### config.mk
export PLATFORM = sky130hd
export DESIGN_NAME = xbox_mac_seq
export DESIGN_NICKNAME = d
export VERILOG_FILES = /design/src/rtl/xbox_mac_seq_pkg.sv /design/src/rtl/xbox_mac_seq_agen.sv /design/src/rtl/xbox_mac_seq.sv
export SDC_FILE = /design/constraint.sdc
export NUM_CORES = 1
export LEC_CHECK = 0
export BUFFER_PORTS_ARGS = -buffer_cell sky130_fd_sc_hd__buf_2
export CELL_PAD_IN_SITES_DETAIL_PLACEMENT = 0
export CELL_PAD_IN_SITES_GLOBAL_PLACEMENT = 1
export CORE_AREA = 5 5 668 670
export CTS_CLUSTER_SIZE = 12
export DETAILED_ROUTE_END_ITERATION = 7
export DIE_AREA = 0 0 673 675
export GPL_TIMING_DRIVEN = 0
export PLACE_DENSITY = 0.31
export SYNTH_ARGS = -nofsm -noshare
export SYNTH_HDL_FRONTEND = slang
export SYNTH_SLANG_ARGS = --single-unit
### constraint.sdc
create_clock -name clk -period 6.3 [get_ports clk]
set_clock_uncertainty 0.2 [all_clocks]
set_input_delay 0.63 -clock clk [delete_from_list [all_inputs] [get_ports clk]]
set_output_delay 0.63 -clock clk [all_outputs]
set_load 0.02 [all_outputs]
### src/rtl/xbox_mac_seq_pkg.sv
//------------------------------------------------------------------------------
// xbox_mac_seq_pkg : shared types and constants for the XBOX vector-MAC sequencer
// Revision: 1.0
//------------------------------------------------------------------------------
`default_nettype none

package xbox_mac_seq_pkg;

  localparam int LINE_W = 256;
  localparam int BE_W   = LINE_W / 8;

  typedef enum logic [2:0] {
    IDLE     = 3'd0,
    FETCH    = 3'd1,
    DRAIN    = 3'd2,
    WAIT_MAC = 3'd3,
    WRITE    = 3'd4,
    DONE     = 3'd5
  } state_e;

  localparam logic [31:0] ST_NONE    = 32'd0;
  localparam logic [31:0] ST_OK      = 32'd1;
  localparam logic [31:0] ST_CFG_ERR = 32'd2;
  localparam logic [31:0] ST_TIMEOUT = 32'd3;

endpackage

`default_nettype wire

### src/rtl/xbox_mac_seq_agen.sv
//------------------------------------------------------------------------------
// xbox_mac_seq_agen : row/line counters and MEM0/MEM1/result line addresses
// Revision: 1.0
//------------------------------------------------------------------------------
`default_nettype none

module xbox_mac_seq_agen #(
  parameter int LOG2_LINES_PER_MEM = 8
) (
  input  logic                          clk,
  input  logic                          rst,
  input  logic                          init_i,
  input  logic                          line_adv_i,
  input  logic                          row_adv_i,
  input  logic [15:0]                   cfg_num_rows_i,
  input  logic [7:0]                    cfg_row_lines_i,
  input  logic [LOG2_LINES_PER_MEM-1:0] cfg_a_base_i,
  input  logic [LOG2_LINES_PER_MEM-1:0] cfg_b_base_i,
  input  logic [LOG2_LINES_PER_MEM-1:0] cfg_res_base_i,
  output logic [LOG2_LINES_PER_MEM-1:0] a_addr_o,
  output logic [LOG2_LINES_PER_MEM-1:0] b_addr_o,
  output logic [LOG2_LINES_PER_MEM-1:0] res_addr_o,
  output logic [2:0]                    word_sel_o,
  output logic                          last_line_o,
  output logic                          last_row_o
);

  localparam int AW = LOG2_LINES_PER_MEM;

  logic [AW-1:0] a_row_q, a_row_d;
  logic [AW-1:0] b_base_q, b_base_d;
  logic [AW-1:0] res_base_q, res_base_d;
  logic [7:0]    row_lines_q, row_lines_d;
  logic [15:0]   num_rows_q, num_rows_d;
  logic [7:0]    line_q, line_d;
  logic [15:0]   row_q, row_d;

  // a_row_q tracks a_base + r*row_lines incrementally, so no multiplier is needed
  assign a_addr_o    = a_row_q + AW'(line_q);
  assign b_addr_o    = b_base_q + AW'(line_q);
  assign res_addr_o  = res_base_q + AW'(row_q[15:3]);
  assign word_sel_o  = row_q[2:0];
  assign last_line_o = (line_q == row_lines_q - 8'd1);
  assign last_row_o  = (row_q == num_rows_q - 16'd1);

  always_comb begin
    a_row_d     = a_row_q;
    b_base_d    = b_base_q;
    res_base_d  = res_base_q;
    row_lines_d = row_lines_q;
    num_rows_d  = num_rows_q;
    line_d      = line_q;
    row_d       = row_q;
    if (init_i) begin
      a_row_d     = cfg_a_base_i;
      b_base_d    = cfg_b_base_i;
      res_base_d  = cfg_res_base_i;
      row_lines_d = cfg_row_lines_i;
      num_rows_d  = cfg_num_rows_i;
      line_d      = 8'd0;
      row_d       = 16'd0;
    end else begin
      if (line_adv_i) begin
        line_d = last_line_o ? 8'd0 : line_q + 8'd1;
      end
      if (row_adv_i) begin
        row_d   = row_q + 16'd1;
        a_row_d = a_row_q + AW'(row_lines_q);
      end
    end
  end

  always_ff @(posedge clk) begin
    if (rst) begin
      a_row_q     <= '0;
      b_base_q    <= '0;
      res_base_q  <= '0;
      row_lines_q <= '0;
      num_rows_q  <= '0;
      line_q      <= '0;
      row_q       <= '0;
    end else begin
      a_row_q     <= a_row_d;
      b_base_q    <= b_base_d;
      res_base_q  <= res_base_d;
      row_lines_q <= row_lines_d;
      num_rows_q  <= num_rows_d;
      line_q      <= line_d;
      row_q       <= row_d;
    end
  end

endmodule

`default_nettype wire

### src/rtl/xbox_mac_seq.sv
//------------------------------------------------------------------------------
// xbox_mac_seq : streams matrix rows and a shared vector into vec_mac, writes results
// Revision: 1.0
//------------------------------------------------------------------------------
`default_nettype none

module xbox_mac_seq
  import xbox_mac_seq_pkg::*;
#(
  parameter int LOG2_LINES_PER_MEM = 8,
  parameter int MAC_TIMEOUT        = 1024,
  parameter int ACC_W              = 32
) (
  input  logic                                clk,
  input  logic                                rst,
  input  logic                                go,
  input  logic [15:0]                         cfg_num_rows,
  input  logic [7:0]                          cfg_row_lines,
  input  logic [LOG2_LINES_PER_MEM-1:0]       cfg_a_base,
  input  logic [LOG2_LINES_PER_MEM-1:0]       cfg_b_base,
  input  logic [LOG2_LINES_PER_MEM-1:0]       cfg_res_base,
  output logic [1:0][LOG2_LINES_PER_MEM-1:0]  mem_addr,
  output logic [1:0]                          mem_rd,
  input  logic [1:0][LINE_W-1:0]              mem_rdata,
  output logic [1:0]                          mem_wr,
  output logic [1:0][LINE_W-1:0]              mem_wdata,
  output logic [1:0][BE_W-1:0]                mem_be,
  output logic                                mac_start,
  output logic                                mac_vld,
  output logic                                mac_last,
  output logic [LINE_W-1:0]                   mac_a,
  output logic [LINE_W-1:0]                   mac_b,
  input  logic                                mac_done,
  input  logic [ACC_W-1:0]                    mac_result,
  output logic                                busy,
  output logic                                stat_valid,
  output logic [31:0]                         stat_data
);

  localparam int AW = LOG2_LINES_PER_MEM;
  localparam int TW = $clog2(MAC_TIMEOUT + 1);

  state_e        state_q, state_d;
  logic [31:0]   code_q, code_d;
  logic [TW-1:0] tcnt_q, tcnt_d;
  logic [31:0]   result_q, result_d;
  logic          start_q, start_d;
  logic          vld_q, vld_d;
  logic          last_q, last_d;
  logic          stat_valid_q, stat_valid_d;
  logic [31:0]   stat_data_q, stat_data_d;

  logic          w_init, w_line_adv, w_row_adv;
  logic [AW-1:0] w_a_addr, w_b_addr, w_res_addr;
  logic [2:0]    w_word_sel;
  logic          w_last_line, w_last_row;

  xbox_mac_seq_agen #(
    .LOG2_LINES_PER_MEM (LOG2_LINES_PER_MEM)
  ) u_agen (
    .clk             (clk),
    .rst             (rst),
    .init_i          (w_init),
    .line_adv_i      (w_line_adv),
    .row_adv_i       (w_row_adv),
    .cfg_num_rows_i  (cfg_num_rows),
    .cfg_row_lines_i (cfg_row_lines),
    .cfg_a_base_i    (cfg_a_base),
    .cfg_b_base_i    (cfg_b_base),
    .cfg_res_base_i  (cfg_res_base),
    .a_addr_o        (w_a_addr),
    .b_addr_o        (w_b_addr),
    .res_addr_o      (w_res_addr),
    .word_sel_o      (w_word_sel),
    .last_line_o     (w_last_line),
    .last_row_o      (w_last_row)
  );

  always_comb begin
    state_d      = state_q;
    code_d       = code_q;
    tcnt_d       = tcnt_q;
    result_d     = result_q;
    start_d      = 1'b0;
    vld_d        = 1'b0;
    last_d       = 1'b0;
    stat_valid_d = stat_valid_q;
    stat_data_d  = stat_data_q;
    w_init       = 1'b0;
    w_line_adv   = 1'b0;
    w_row_adv    = 1'b0;
    case (state_q)
      IDLE: begin
        if (go) begin
          w_init       = 1'b1;
          stat_valid_d = 1'b0;
          stat_data_d  = ST_NONE;
          if (cfg_row_lines == 8'd0) begin
            code_d  = ST_CFG_ERR;
            state_d = DONE;
          end else if (cfg_num_rows == 16'd0) begin
            code_d  = ST_OK;
            state_d = DONE;
          end else begin
            start_d = 1'b1;
            state_d = FETCH;
          end
        end
      end
      FETCH: begin
        w_line_adv = 1'b1;
        vld_d      = 1'b1;
        last_d     = w_last_line;
        if (w_last_line) state_d = DRAIN;
      end
      DRAIN: begin
        tcnt_d  = '0;
        state_d = WAIT_MAC;
      end
      WAIT_MAC: begin
        // mac_done wins over timeout when both land on the same cycle
        if (mac_done) begin
          result_d = 32'(mac_result);
          state_d  = WRITE;
        end else if (tcnt_q == TW'(MAC_TIMEOUT - 1)) begin
          code_d  = ST_TIMEOUT;
          state_d = DONE;
        end else begin
          tcnt_d = tcnt_q + 1'b1;
        end
      end
      WRITE: begin
        if (w_last_row) begin
          code_d  = ST_OK;
          state_d = DONE;
        end else begin
          w_row_adv = 1'b1;
          start_d   = 1'b1;
          state_d   = FETCH;
        end
      end
      DONE: begin
        stat_valid_d = 1'b1;
        stat_data_d  = code_q;
        state_d      = IDLE;
      end
      default: state_d = IDLE;
    endcase
  end

  always_ff @(posedge clk) begin
    if (rst) begin
      state_q      <= IDLE;
      code_q       <= ST_NONE;
      tcnt_q       <= '0;
      result_q     <= '0;
      start_q      <= 1'b0;
      vld_q        <= 1'b0;
      last_q       <= 1'b0;
      stat_valid_q <= 1'b0;
      stat_data_q  <= ST_NONE;
    end else begin
      state_q      <= state_d;
      code_q       <= code_d;
      tcnt_q       <= tcnt_d;
      result_q     <= result_d;
      start_q      <= start_d;
      vld_q        <= vld_d;
      last_q       <= last_d;
      stat_valid_q <= stat_valid_d;
      stat_data_q  <= stat_data_d;
    end
  end

  assign mem_rd      = (state_q == FETCH) ? 2'b11 : 2'b00;
  assign mem_wr      = {(state_q == WRITE), 1'b0};
  assign mem_addr[0] = (state_q == FETCH) ? w_a_addr : '0;
  assign mem_addr[1] = (state_q == FETCH) ? w_b_addr :
                       (state_q == WRITE) ? w_res_addr : '0;
  assign mem_wdata[0] = '0;
  assign mem_wdata[1] = (state_q == WRITE) ? (LINE_W'(result_q) << {w_word_sel, 5'b0}) : '0;
  assign mem_be[0]    = '0;
  assign mem_be[1]    = (state_q == WRITE) ? (BE_W'(4'hF) << {w_word_sel, 2'b0}) : '0;

  assign mac_start  = start_q;
  assign mac_vld    = vld_q;
  assign mac_last   = last_q;
  assign mac_a      = mem_rdata[0];
  assign mac_b      = mem_rdata[1];
  assign busy       = (state_q != IDLE);
  assign stat_valid = stat_valid_q;
  assign stat_data  = stat_data_q;

endmodule

`default_nettype wire
======== Word-level counts from Yosys, hierarchy flattened ========
Index checks and enable logic that the tools add are counted.
word-level totals
  bits in registers ....................... 186
  output and inout port bits .............. 1145
operators by class
  add/sub/neg operators ................... 9
  equality and inequality tests ........... 16
  shift-type cells ........................ 2
  multiplexer cells ....................... 40
  bitwise gates (word level) .............. 1
  reductions and logical operators ........ 15
operators by type and width
  operator                                            number
  2-to-1 mux 256 bit                                  1
  2-to-1 mux 32 bit                                   8
  << shifter 32 x 8 -> 256 bit                        1
  case mux 32 bit (3 select lines)                    1
  case mux 32 bit (2 select lines)                    1
  2-to-1 mux 8 bit                                    6
  adder 8 bit                                         4
  << shifter 4 x 5 -> 32 bit, first input constant    1
  2-to-1 mux 11 bit                                   2
  case mux 11 bit (2 select lines)                    1
  2-to-1 mux 3 bit                                    7
  adder 16 x 1 -> 16 bit, second input constant       1
  == test 16 bit                                      1
  logical NOT 16 bit                                  1
  subtractor 16 x 1 -> 16 bit, second input constant  1
  case mux 3 bit (5 select lines)                     1
  adder 11 x 1 -> 11 bit, second input constant       1
  == test 11 x 10 -> 1 bit, second input constant     1
  2-to-1 mux 1 bit                                    9
  adder 8 x 1 -> 8 bit, second input constant         1
  == test 8 bit                                       1
  logical NOT 8 bit                                   1
  != test 2 bit, second input constant                4
  subtractor 8 x 1 -> 8 bit, second input constant    1
  15 further kinds                                    26

======== Depth between registers and ports, before layout ========
Gate-level depths: netlist (run 1).
  word-level depth ........................ 6
  depth in mapped cells ................... 11
  depth with buffers taken out ............ 11

======== Cells and area by module ========
From an unflattened synthesis (run 1), not the netlist that was laid out.
unflattened totals
  cell total of the unflattened synthesis .. 1994
  area, all modules ....................... 15349.7 µm²
by module, submodules not included
  module             instances  cells an instance  area each (µm²)
  xbox_mac_seq       1          1452               10666.5
  xbox_mac_seq_agen  1          542                4683.2

======== Worst setup path before layout (run 1) ========
No wires, ideal clock.
  kind .................................... flip-flop to output port
  from .................................... register state_q[1]
  to ...................................... output port mem_be[33] (netlist name)
  arrival ................................. 2.155 ns
  setup slack ............................. 3.315 ns
  cell stages (with the launch flop) ...... 9
  buffers on the path ..................... 4
  cell sequence ........................... dfxtp_1 clkbuf_1 nor2_1 nand2_1 inv_1 clkbuf_1 clkbuf_1 and3_1 buf_4
RTL lines
  what                    RTL line             source
  start, declared         xbox_mac_seq.sv:43   state_e state_q, state_d;
  start signal, assigned  xbox_mac_seq.sv:163  state_q <= state_d;
  end, declared           xbox_mac_seq.sv:27   output logic [1:0][BE_W-1:0] mem_be,

==> results of run 1 <==
state kept, by name, summed over array words and instances (netlist names):
name / count
u_agen.num_rows_q: 16
result_q: 32
u_agen.res_base_q: 8
mac_last: 1
u_agen.line_q: 8
stat_valid: 1
u_agen.b_base_q: 8
code_q: 2
mac_start: 1
u_agen.a_row_q: 8
mac_vld: 1
tcnt_q: 11
u_agen.row_q: 16
state_q: 3
stat_data: 2
u_agen.row_lines_q: 8
what timing repair did:
| action | CTS | global route |
|---|---|---|
| buffers inserted | 3 | 0 |
| resized for setup | 1 | 0 |
| endpoints found under the setup margin | 91 | 0 |
| hold buffers | 0 | 0 |
synthesized netlist by cell type, types with 4 or more instances:
library cell / instances
buf_4: 858
and2_1: 269
nand2_1: 189
dfxtp_1: 126
a21oi_1: 112
nor2_1: 67
clkbuf_1: 62
xnor2_1: 39
ha_1: 38
xor2_1: 29
inv_1: 26
o21ai_0: 22
nor3_1: 18
nand3_1: 15
and3_1: 13
or3_1: 12
a21o_1: 11
nand4_1: 11
nor4_1: 9
o21a_1: 9
nor2b_1: 7
a211oi_1: 6
o211ai_1: 6
o22ai_1: 6
o31ai_1: 5
fa_1: 4
nand2b_1: 4
nor3b_1: 4
or2_2: 4
or4_1: 4
worst register-to-register path, cell delays in order, from the launching register on:
cell and delay [ns]:
dfxtp_1 0.33, clkbuf_1 0.86, and2_1 0.30, a21oi_1 0.08, a2111o_1 0.28, a211oi_1 0.37, nand4_2 0.34, o21ai_4 0.43
buf_4 0.31, nor3b_1 0.23, nor3_1 0.07
cell families (layout without fill, tap and decap cells):
kind of cell / count (synthesis) / count (layout) / synth area share (%)
buffers and inverters: 951 / 1905 / 44.8
and+or+nand+nor: 637 / 637 / 22.2
AOI/OAI and AO/OA: 206 / 206 / 8.39
DFF: 126 / 126 / 16.6
xor gates and xnor gates: 68 / 68 / 3.92
adders and majority gates: 42 / 42 / 3.66
muxes: 5 / 5 / 0.354
other: 1 / 342 / 0.0247
metrics by stage:
step,setup WS (ns),cells,total power [mW],area [sq um],hold slack [ns]
4_1_cts,0.0475,9212,3.61,29300,0.0452
3_3_place_gp,-1.49,9167,2.19,28300,0.256
3_5_place_dp,0.0432,9178,2.18,28500,0.247
2_1_floorplan,3.31,2354,1.81,16400,0.240
5_1_grt,0.136,9221,3.69,29300,0.0856
6_report,0.613,9235,3.49,29300,0.108
worst max-delay path by stage:
stage | slack (ns) | depth (start not counted) | startpoint | to
detailed placement | 0.04 | 10 | state_q[1] | mem_wdata[482]
global route | 0.14 | 10 | state_q[1] | mem_wdata[309]
floorplan | 3.31 | 8 | state_q[1] | mem_be[33]
finish | 0.61 | 10 | state_q[1] | mem_wdata[309]
global placement | -1.49 | 10 | state_q[1] | mem_wdata[393]
CTS | 0.05 | 10 | state_q[1] | mem_wdata[309]
area by class of cell:
class / count / area (sq um)
clock buffers: 31 / 688
fillers: 52100 / 411000
repair buffers: 923 / 4760
flip-flops and latches: 126 / 2520
diodes: 23 / 57.6
well taps: 5904 / 7390
multi-input cells: 1277 / 7090
plain buffers: 924 / 6710
inverters: 27 / 101
routing by layer:
| metal | share of wire (%) | vias up | wire length (um) |
|---|---|---|---|
| li1 | - | 7890 | - |
| met1 | 39 | 7547 | 55600 |
| met2 | 49 | 1002 | 68600 |
| met3 | 8.4 | 149 | 11900 |
| met4 | 3.5 | 4 | 4910 |
| met5 | 0.019 | - | 27 |
report_power, final:
part	switching [mW]	leakage [nW]	internal, mW
registers	0.0305	1.02	0.818
clock network	0.565	0.339	0.757
logic	0.771	12.1	0.546
==> results by group, run 1 <==
Placement
  – Final Wtd Congestion: 0.847
  – Dpl hpwl: 130 mm
  – Port Buffers: 909

GRT
  – Largest net degree at the start of global routing: 15
  – Initial antenna violation count: 97
  – Global-route wire length before repair: 169 mm
  – Vias in the first global route: 16.6k
  – Met1 usage: 6.77%
  – Met3 Track Usage GR: 1.70%
  – Total grt overflow: 0
  – Met2 usage in global routing: 9.67%
  – GR peak layer: met2
  – All-Layer GR Usage: 5.71%

Logic synthesis
  – Mapped Cells: 2036
  – Top post-synthesis cells by area: buf_4 (42%), dfxtp_1 (17%), and2_1 (11%), nand2_1 (4.7%), a21oi_1 (3.7%)
  – Yosys cell types: 63
  – Sequential share of the synthesized area: 16.6%
  – Synthesized area: 0.0152 sq mm
  – Mean Syn Cell Area: 7.45 sq um
  – Area fraction of the dominant cell type after synthesis: 42.4%
  – Seq cells post-synth: 126
  – Cell taking the most area after synthesis: buf_4
  – Synth warn: 0
  – Synth Flop Type: dfxtp_1
  – Post-synth EDFFs: 0
  – Async set-reset flop share out of synthesis: 0%

Power
  – P_leak: 13.5 nW
  – VDD IR max: 0.126 mV
  – Power per Cell Area: 119 mW/mm^2

Run
  – Max Cap Viol: 0

Critical path
  – R2r worst-path depth: 10
  – CP cell instances: clkbuf_1 > nor2_1 > nand2_1 > inv_1 > nand2_1 > nor2_2 > buf_8 > clkbuf_1 > and2_1 > buf_2
  – FF-to-FF End: code_q[1]
  – CP Capture Type: output port
  – Crit path DAT: 4.86 ns
  – Top delay family on crit path: simple AND/OR/NAND/NOR gates
  – Critical Path RT: 5.47 ns
  – Buffers & Inverters on Critical Path: 5
  – Reg2Reg Launch Point: u_agen.row_q[2]
  – Worst-path fanout max: 10
  – Worst Setup Path Type: flip-flop to output port
  – R2R setup slack: 2.35 ns
  – CP max stage cell: clkbuf_1
  – Delay of the slowest cell on the worst path: 0.92 ns
  – Critical Path Source Type: flip-flop

Cells and area
  – Area Growth Syn to Fin: 93.2%
  – Most frequent cells in the layout: buf_2 (909), buf_4 (860), conb_1 (319)
  – Net total in the final layout: 3942
  – Share of layout cells above drive strength 1: 55.8%
  – Most common cell after layout, fill and taps aside: buf_2
  – Finished Core Util: 6.67%

CTS
  – CTS Sinks: 126
  – Total CTS buffers: 25
  – CTS Buffer Depth: 3
  – Worst skew pair latency: 0.55 ns
  – CTS H-tree depth: 4
  – TritonCTS clock tree: built
  – Root Buffer: clkbuf_16
  – Clock transition at the registers of the reported paths: 0.10 ns

Route
  – Vias/cell: 1.80
  – Via Count: 16.6k
  – Drc violations: 0
  – First DRT Iteration DRCs: 626
  – Routed WL per cell: 15.3 um
  – WL final: 141 mm
  – 1st-pass router iterations: 5
  – Antenna-violating nets left: 0

Floorplanning
  – Die area: 0.454 sq mm
  – Die width: 673 um
  – Core area: 0.440 sq mm
  – Num ports: 1741
  – Starting density of the core: 3.45%
  – Row count: 244
  – Die height: 675 um

Hold path
  – Hold EP: u_agen.res_base_q[5]
  – Worst Hold Launch: cfg_res_base[5]
  – Worst Hold Depth: 3
  – Hold Path Class: input pin to flip-flop

Timing
  – Fmax: 176 MHz
  – Slew @ Worst Pin: 1.43 ns
  – Hold Vio Cnt, Final: 0
  – RSZ-0062 raised after global routing: false
  – Setup violators final: 0
  – Final Max Slew Viols: 0
  – Max-slew headroom: 4.72%
  – Crit path time final: 5.69 ns
  – Fin Setup TNS: 0 ns
  – Final period utilization: 90.3%

Outcome
  – Outcome: finished clean
(Power assumes the default switching activity.)
==> inputs of run 2 (changes only) <==
- GPL_TIMING_DRIVEN: 0 -> unset
- SLEW_MARGIN: unset -> 20
==> run 2 against run 1 <==
Combinational power is 67% lower; critical path depth is 3 lower; register-to-register slack better by 0.33 ns; largest power group is now clock.
==> results by group, run 2 (synthesized netlist as in run 1, its figures left out) <==
Timing
  – RSZ-0062 raised after global routing: false
  – Final period utilization: 72.8%
  – Hold Vio Cnt, Final: 0
  – Setup violators final: 0
  – Crit path time final: 4.59 ns
  – Slew @ Worst Pin: 1.02 ns
  – Fmax: 218 MHz
  – Final Max Slew Viols: 0
  – Fin Setup TNS: 0 ns
  – Max-slew headroom: 32.2%

CTS
  – Post-CTS Setup Repair Bufs: 0
  – TritonCTS clock tree: built
  – Root Buffer: clkbuf_16
  – CTS Sinks: 126
  – CTS H-tree depth: 4
  – Worst skew pair latency: 0.56 ns
  – Clock transition at the registers of the reported paths: 0.09 ns
  – CTS Buffer Depth: 3
  – Post_cts resized: 0
  – Total CTS buffers: 25
  – Hold Buf Count CTS: 0

Critical path
  – Worst-path fanout max: 17
  – R2R setup slack: 2.68 ns
  – FF-to-FF End: u_agen.a_row_q[5]
  – CP Capture Type: output port
  – CP most frequent cell: nand2_1
  – CP max stage cell: dfxtp_1
  – Crit path DAT: 3.76 ns
  – Worst Setup Path Type: flip-flop to output port
  – CP cell instances: nand2_1 > inv_1 > nand2_1 > nor3_2 > buf_4 > and2_1 > buf_2
  – Critical Path RT: 5.47 ns
  – Crit path launch: state_q[2]
  – Delay of the slowest cell on the worst path: 0.63 ns
  – Critical Path Source Type: flip-flop
  – Reg2Reg Launch Point: u_agen.row_q[0]
  – R2r worst-path depth: 9

Route
  – Drc violations: 0
  – Via Count: 11.6k
  – WL final: 120 mm
  – Routed WL per cell: 15.4 um
  – Vias/cell: 1.48
  – First DRT Iteration DRCs: 555
  – 1st-pass router iterations: 5
  – Antenna-violating nets left: 0

Hold path
  – Hold EP: u_agen.row_lines_q[6]
  – Worst Hold Launch: cfg_row_lines[6]
  – Worst Hold Depth: 3
  – Hold Path Class: input pin to flip-flop

Cells and area
  – Max reg flops: 32
  – Net total in the final layout: 2526
  – Largest regs: result_q: 32 flops, u_agen.num_rows_q: 16 flops, u_agen.row_q: 16 flops
  – Share of layout cells above drive strength 1: 26.1%
  – Most frequent cells in the layout: buf_2 (396), conb_1 (319), and2_1 (269)
  – Final std cells w/o fill: 7807
  – Area Growth Syn to Fin: 33.2%
  – Biggest register: result_q
  – Most common cell after layout, fill and taps aside: buf_2

Outcome
  – Outcome: finished clean

Floorplanning
  – Num ports: 1741
  – Row count: 244
  – Starting density of the core: 3.45%
  – Die height: 675 um
  – Core area: 0.440 sq mm
  – Die width: 673 um
  – Die area: 0.454 sq mm

Power
  – VDD IR max: 0.118 mV
  – P_leak: 7.12 nW
  – Power per Cell Area: 130 mW/mm^2

GRT
  – Vias in the first global route: 11.3k
  – All-Layer GR Usage: 4.92%
  – Total grt overflow: 0
  – Largest net degree at the start of global routing: 64
  – Initial antenna violation count: 28
  – Global-route wire length before repair: 141 mm

Placement
  – Placed cell count: 7762
  – Final Wtd Congestion: 0.676
  – Port Buffers: 397
  – Dpl hpwl: 105 mm

Run
  – Max Cap Viol: 0
run 2: changes by cell type in the layout (fill, tap and decap cells not counted), sizes merged:
cell | previous run | this run
diode | 23 | 10
clkinvlp | 0 | 1
clkinv | 1 | 2
buf | 1785 | 431
clkbuf | 93 | 30
run 2: worst max-delay path by stage:
stage | depth (start not counted) | slack (ns) | to
after CTS | 6 | 1.27 | mem_wdata[370]
after global routing | 7 | 1.33 | mem_wdata[397]
final | 7 | 1.71 | mem_wdata[388]
after global placement | 6 | 1.96 | mem_wdata[449]
after floorplan | 8 | 3.31 | mem_be[33]
after detailed placement | 6 | 1.90 | mem_wdata[370]
run 2: final cells by class:
cell class              instances  area [sq um]
multi-input cells            1277          7140
diodes                         10          25.0
flip-flops and latches        126          2520
clock buffers                  30           694
well taps                    5904          7390
repair buffers                431          2340
clock inverters                 2          12.5
fillers                     52300        420000
inverters                      27           101
run 2: report_power, final:
| part | internal (mW) | leakage, nW | total (mW) | switching (mW) |
|---|---|---|---|---|
| combinational | 0.0997 | 5.75 | 0.442 | 0.342 |
| clock | 0.768 | 0.348 | 1.34 | 0.569 |
| sequential | 0.817 | 1.02 | 0.850 | 0.0322 |
| total | 1.69 | 7.12 | 2.63 | 0.943 |
run 2: per-stage QoR:
step	area (sq um)	hold slack [ns]	worst slack [ns]	power (mW)	utilization, %
finish	20200	0.111	1.71	2.63	4.60
global route	20200	0.0692	1.33	2.80	4.59
CTS	20100	0.0287	1.27	2.77	4.57
detailed placement	19400	0.249	1.90	1.31	4.41
global placement	19400	0.255	1.96	1.31	4.40
floorplan	16400	0.240	3.31	1.81	-
run 2: worst max-delay path: cells and delay by family (launching register included):
family / cells / cell delay, ns
DFF: 1 / 0.63
buffers and inverters: 3 / 1.10
and+or+nand+nor: 4 / 1.44
run 2: metal layers:
layer  track usage [%]  part of all wire (%)  vias to the layer above
met4              2.90                   6.0                        6
met5             0.537                  0.20                        -
met1              4.86                    34                     5155
met2              7.29                    43                     1077
li1                  -                     -                     5041
met3              3.70                    17                      304
==> inputs of run 3 (changes only) <==
- ABC_AREA: unset -> 1
- CORE_AREA: 5 5 668 670 -> 5 5 676 678
- DIE_AREA: 0 0 673 675 -> 0 0 681 683
- PLACE_DENSITY: 0.31 -> 0.32
- clock period: 6.3 -> 3.7 ns (I/O delays scaled with it)
==> run 3 against run 2 <==
Design area is 4.6% higher; combinational power grew to 5.8 times the previous value; critical path type unchanged; synthesized cell count rose by 15%; largest power group is now combinational logic; clock power up 64%; sequential cell count stayed put; global-route usage grew 0.94 points; utilization up 0.099 points.
==> results by group, run 3 <==
Outcome
  – Outcome: finished clean

GRT
  – Largest net degree at the start of global routing: 94
  – Initial antenna violation count: 39
  – Vias in the first global route: 13.8k
  – Total grt overflow: 0
  – All-Layer GR Usage: 5.85%
  – Global-route wire length before repair: 171 mm

Logic synthesis
  – Simple-gate portion of the synthesized area: 22.6%
  – Synth Flop Type: dfxtp_1
  – Synth Area in Adders: 3.62%
  – Async set-reset flop share out of synthesis: 0%
  – Top cells by count, synth: buf_4 (857), nor2_1 (367), nand2_1 (283)
  – Most frequent cell after synthesis: buf_4
  – Multiplexer share of the synthesized area: 0%
  – Compound-gate portion of the synthesized area: 7.34%
  – Area fraction of the dominant cell type after synthesis: 42.0%
  – Seq cells post-synth: 126
  – Mean Syn Cell Area: 6.56 sq um
  – Sequential share of the synthesized area: 16.5%
  – Largest family of logic cells by synthesized area: buffers and inverters
  – Synthesized area: 0.0153 sq mm
  – Synth warn: 0
  – Mapped Cells: 2338
  – Post-synth EDFFs: 0
  – Cell taking the most area after synthesis: buf_4
  – Top post-synthesis cells by area: buf_4 (42%), dfxtp_1 (16%), nor2_1 (9.0%), nand2_1 (6.9%), a21oi_1 (3.6%)
  – Yosys cell types: 40
  – Area share of xor/xnor cells in the synthesized design: 2.77%

Critical path
  – CP Capture Type: output port
  – Crit path launch: state_q[1]
  – Critical Path RT: 3.13 ns
  – Reg2Reg Launch Point: u_agen.num_rows_q[0]
  – Worst Setup Path Type: flip-flop to output port
  – CP max stage cell: o32ai_1
  – R2R setup slack: 0.91 ns
  – Critical Path End: mem_addr[10]
  – Crit path DAT: 2.81 ns
  – FF-to-FF End: u_agen.a_row_q[4]
  – R2r worst-path depth: 16
  – Worst-path fanout max: 7
  – CP cell instances: nor2_1 > inv_1 > nor2_4 > buf_4 > inv_1 > o32ai_1 > buf_4 > buf_2
  – Delay of the slowest cell on the worst path: 0.43 ns
  – Critical Path Source Type: flip-flop

Timing
  – Final Max Slew Viols: 0
  – Fmax: 296 MHz
  – Fin Setup TNS: 0 ns
  – Worst Setup Slack, final: 0.322 ns
  – Slew @ Worst Pin: 1.17 ns
  – Setup violators final: 0
  – Final period utilization: 91.3%
  – Crit path time final: 3.38 ns
  – RSZ-0062 raised after global routing: false
  – Hold Vio Cnt, Final: 0
  – Max-slew headroom: 22.0%

Cells and area
  – Area Growth Syn to Fin: 38.0%
  – Most common cell after layout, fill and taps aside: buf_2
  – Most frequent cells in the layout: buf_2 (396), nor2_1 (363), conb_1 (319)
  – Finished Core Util: 4.69%
  – Share of layout cells above drive strength 1: 22.6%
  – Max reg flops: 32
  – Largest regs: result_q: 32 flops, u_agen.num_rows_q: 16 flops, u_agen.row_q: 16 flops
  – Filler cell count in the final layout: 53.9k
  – Net total in the final layout: 2904
  – Biggest register: result_q

Floorplanning
  – Die height: 683 um
  – Num ports: 1741
  – Die width: 681 um
  – Starting density of the core: 3.40%
  – Row count: 247
  – Die area: 0.465 sq mm
  – Core area: 0.451 sq mm

Power
  – Psw: 3.09 mW
  – Switch share: 46.6%
  – Cell Int Power: 3.54 mW
  – Power per Cell Area: 313 mW/mm^2
  – P_leak: 7.25 nW
  – Flop pwr share: 28.4%
  – Combinational Power Share: 38.5%
  – Clk pwr share: 33.2%
  – VDD IR max: 0.248 mV

CTS
  – Total CTS buffers: 25
  – TritonCTS clock tree: built
  – Post-CTS Setup Repair Bufs: 0
  – Root Buffer: clkbuf_16
  – Worst skew pair latency: 0.55 ns
  – CTS H-tree depth: 4
  – Clock transition at the registers of the reported paths: 0.07 ns
  – CTS Sinks: 126
  – CTS Buffer Depth: 3

Route
  – First DRT Iteration DRCs: 735
  – Vias/cell: 1.65
  – 1st-pass router iterations: 5
  – Antenna-violating nets left: 0
  – WL final: 145 mm
  – Routed WL per cell: 17.6 um
  – Drc violations: 0
  – Via Count: 13.6k

Hold path
  – Hold Path Class: input pin to flip-flop

Placement
  – Dpl hpwl: 129 mm
  – Port Buffers: 397
  – Setup WS pre-CTS: 0.415 ns
  – Final Wtd Congestion: 0.761

Run
  – Max Cap Viol: 0
## run 3: cell count changes after synthesis, moves of 15 or more
cell / previous run / this run
nand2_1: 189 / 283
inv_1: 26 / 121
xnor2_1: 39 / 11
clkbuf_1: 62 / 77
and2_1: 269 / 0
nor3_1: 18 / 40
nand3_1: 15 / 110
nor2_1: 67 / 367
o21ai_0: 22 / 90
## run 3: timing repair
action | CTS | global route
gates resized for setup | 3 | 1
endpoints found under the setup margin | 68 | 1
endpoints found under the hold margin | 70 | 0
pin swaps | 0 | 0
hold buffers | 70 | 0
## run 3: worst max-delay path, delay by kind of cell (launching register included)
family,cells,cell delay (ns)
and+or+nand+nor,2,0.47
buffers and inverters,5,1.03
DFF,1,0.35
AOI/OAI and AO/OA,1,0.43
## run 3: final cells by class
class	count	area, sq um	share of cell area [%]
Tap cell	5976	7480	35.3
Timing Repair Buffer	522	3140	14.8
Sequential cell	126	2530	11.9
Multi-Input combinational cell	1467	6830	32.3
Clock inverter	3	16.3	0.0769
Antenna cell	9	22.5	0.106
Inverter	124	472	2.23
Clock buffer	29	671	3.17
## run 3: cells by family (layout without fill, tap and decap cells)
family          count (synthesis)  count (layout)
buf+inv                      1063             678
simple gates                  841             841
compound gates                218             218
flops                         126             126
xor+xnor                       47              47
fa+ha+maj                      42              42
other cells                     1             328
## run 3: power by group through the flow
stage / clock [mW] / sequential (mW) / combinational, mW
3_5_place_dp: 0 / 1.92 / 2.54
6_report: 2.20 / 1.88 / 2.55
3_3_place_gp: 0 / 1.93 / 2.55
5_1_grt: 2.40 / 1.92 / 2.88
2_1_floorplan: 0 / 1.73 / 2.75
4_1_cts: 2.44 / 1.90 / 2.62
## run 3: metal layers
metal	global-route usage (%)	share of wire, %	vias to the layer above
li1	-	-	6017
met1	5.25	31	6113
met2	9.20	45	1172
met3	4.89	19	305
met4	3.00	5.2	12
met5	0.814	0.35	-
## run 3: worst min-delay path by stage
stage | slack (ns) | cells after the start | startpoint | end
after floorplan | 0.24 | 2 | tcnt_q[10] | tcnt_q[10]
after global placement | 0.25 | 2 | stat_valid | stat_valid
after detailed placement | 0.26 | 2 | stat_valid | stat_valid
after CTS | 0.002 | 3 | cfg_num_rows[6] | u_agen.num_rows_q[6]
after global routing | 0.05 | 3 | cfg_num_rows[6] | u_agen.num_rows_q[6]
final | 0.06 | 3 | cfg_num_rows[6] | u_agen.num_rows_q[6]
## run 3: stage by stage
stage	cell area [sq um]	hold slack [ns]	instances	total power [mW]
after floorplan	16500	0.239	2656	4.48
after global routing	21100	0.0500	8248	7.20
final	21200	0.0556	8256	6.62
after CTS	21100	0.00208	8247	6.96
after detailed placement	19700	0.257	8145	4.46
after global placement	19700	0.245	8145	4.48
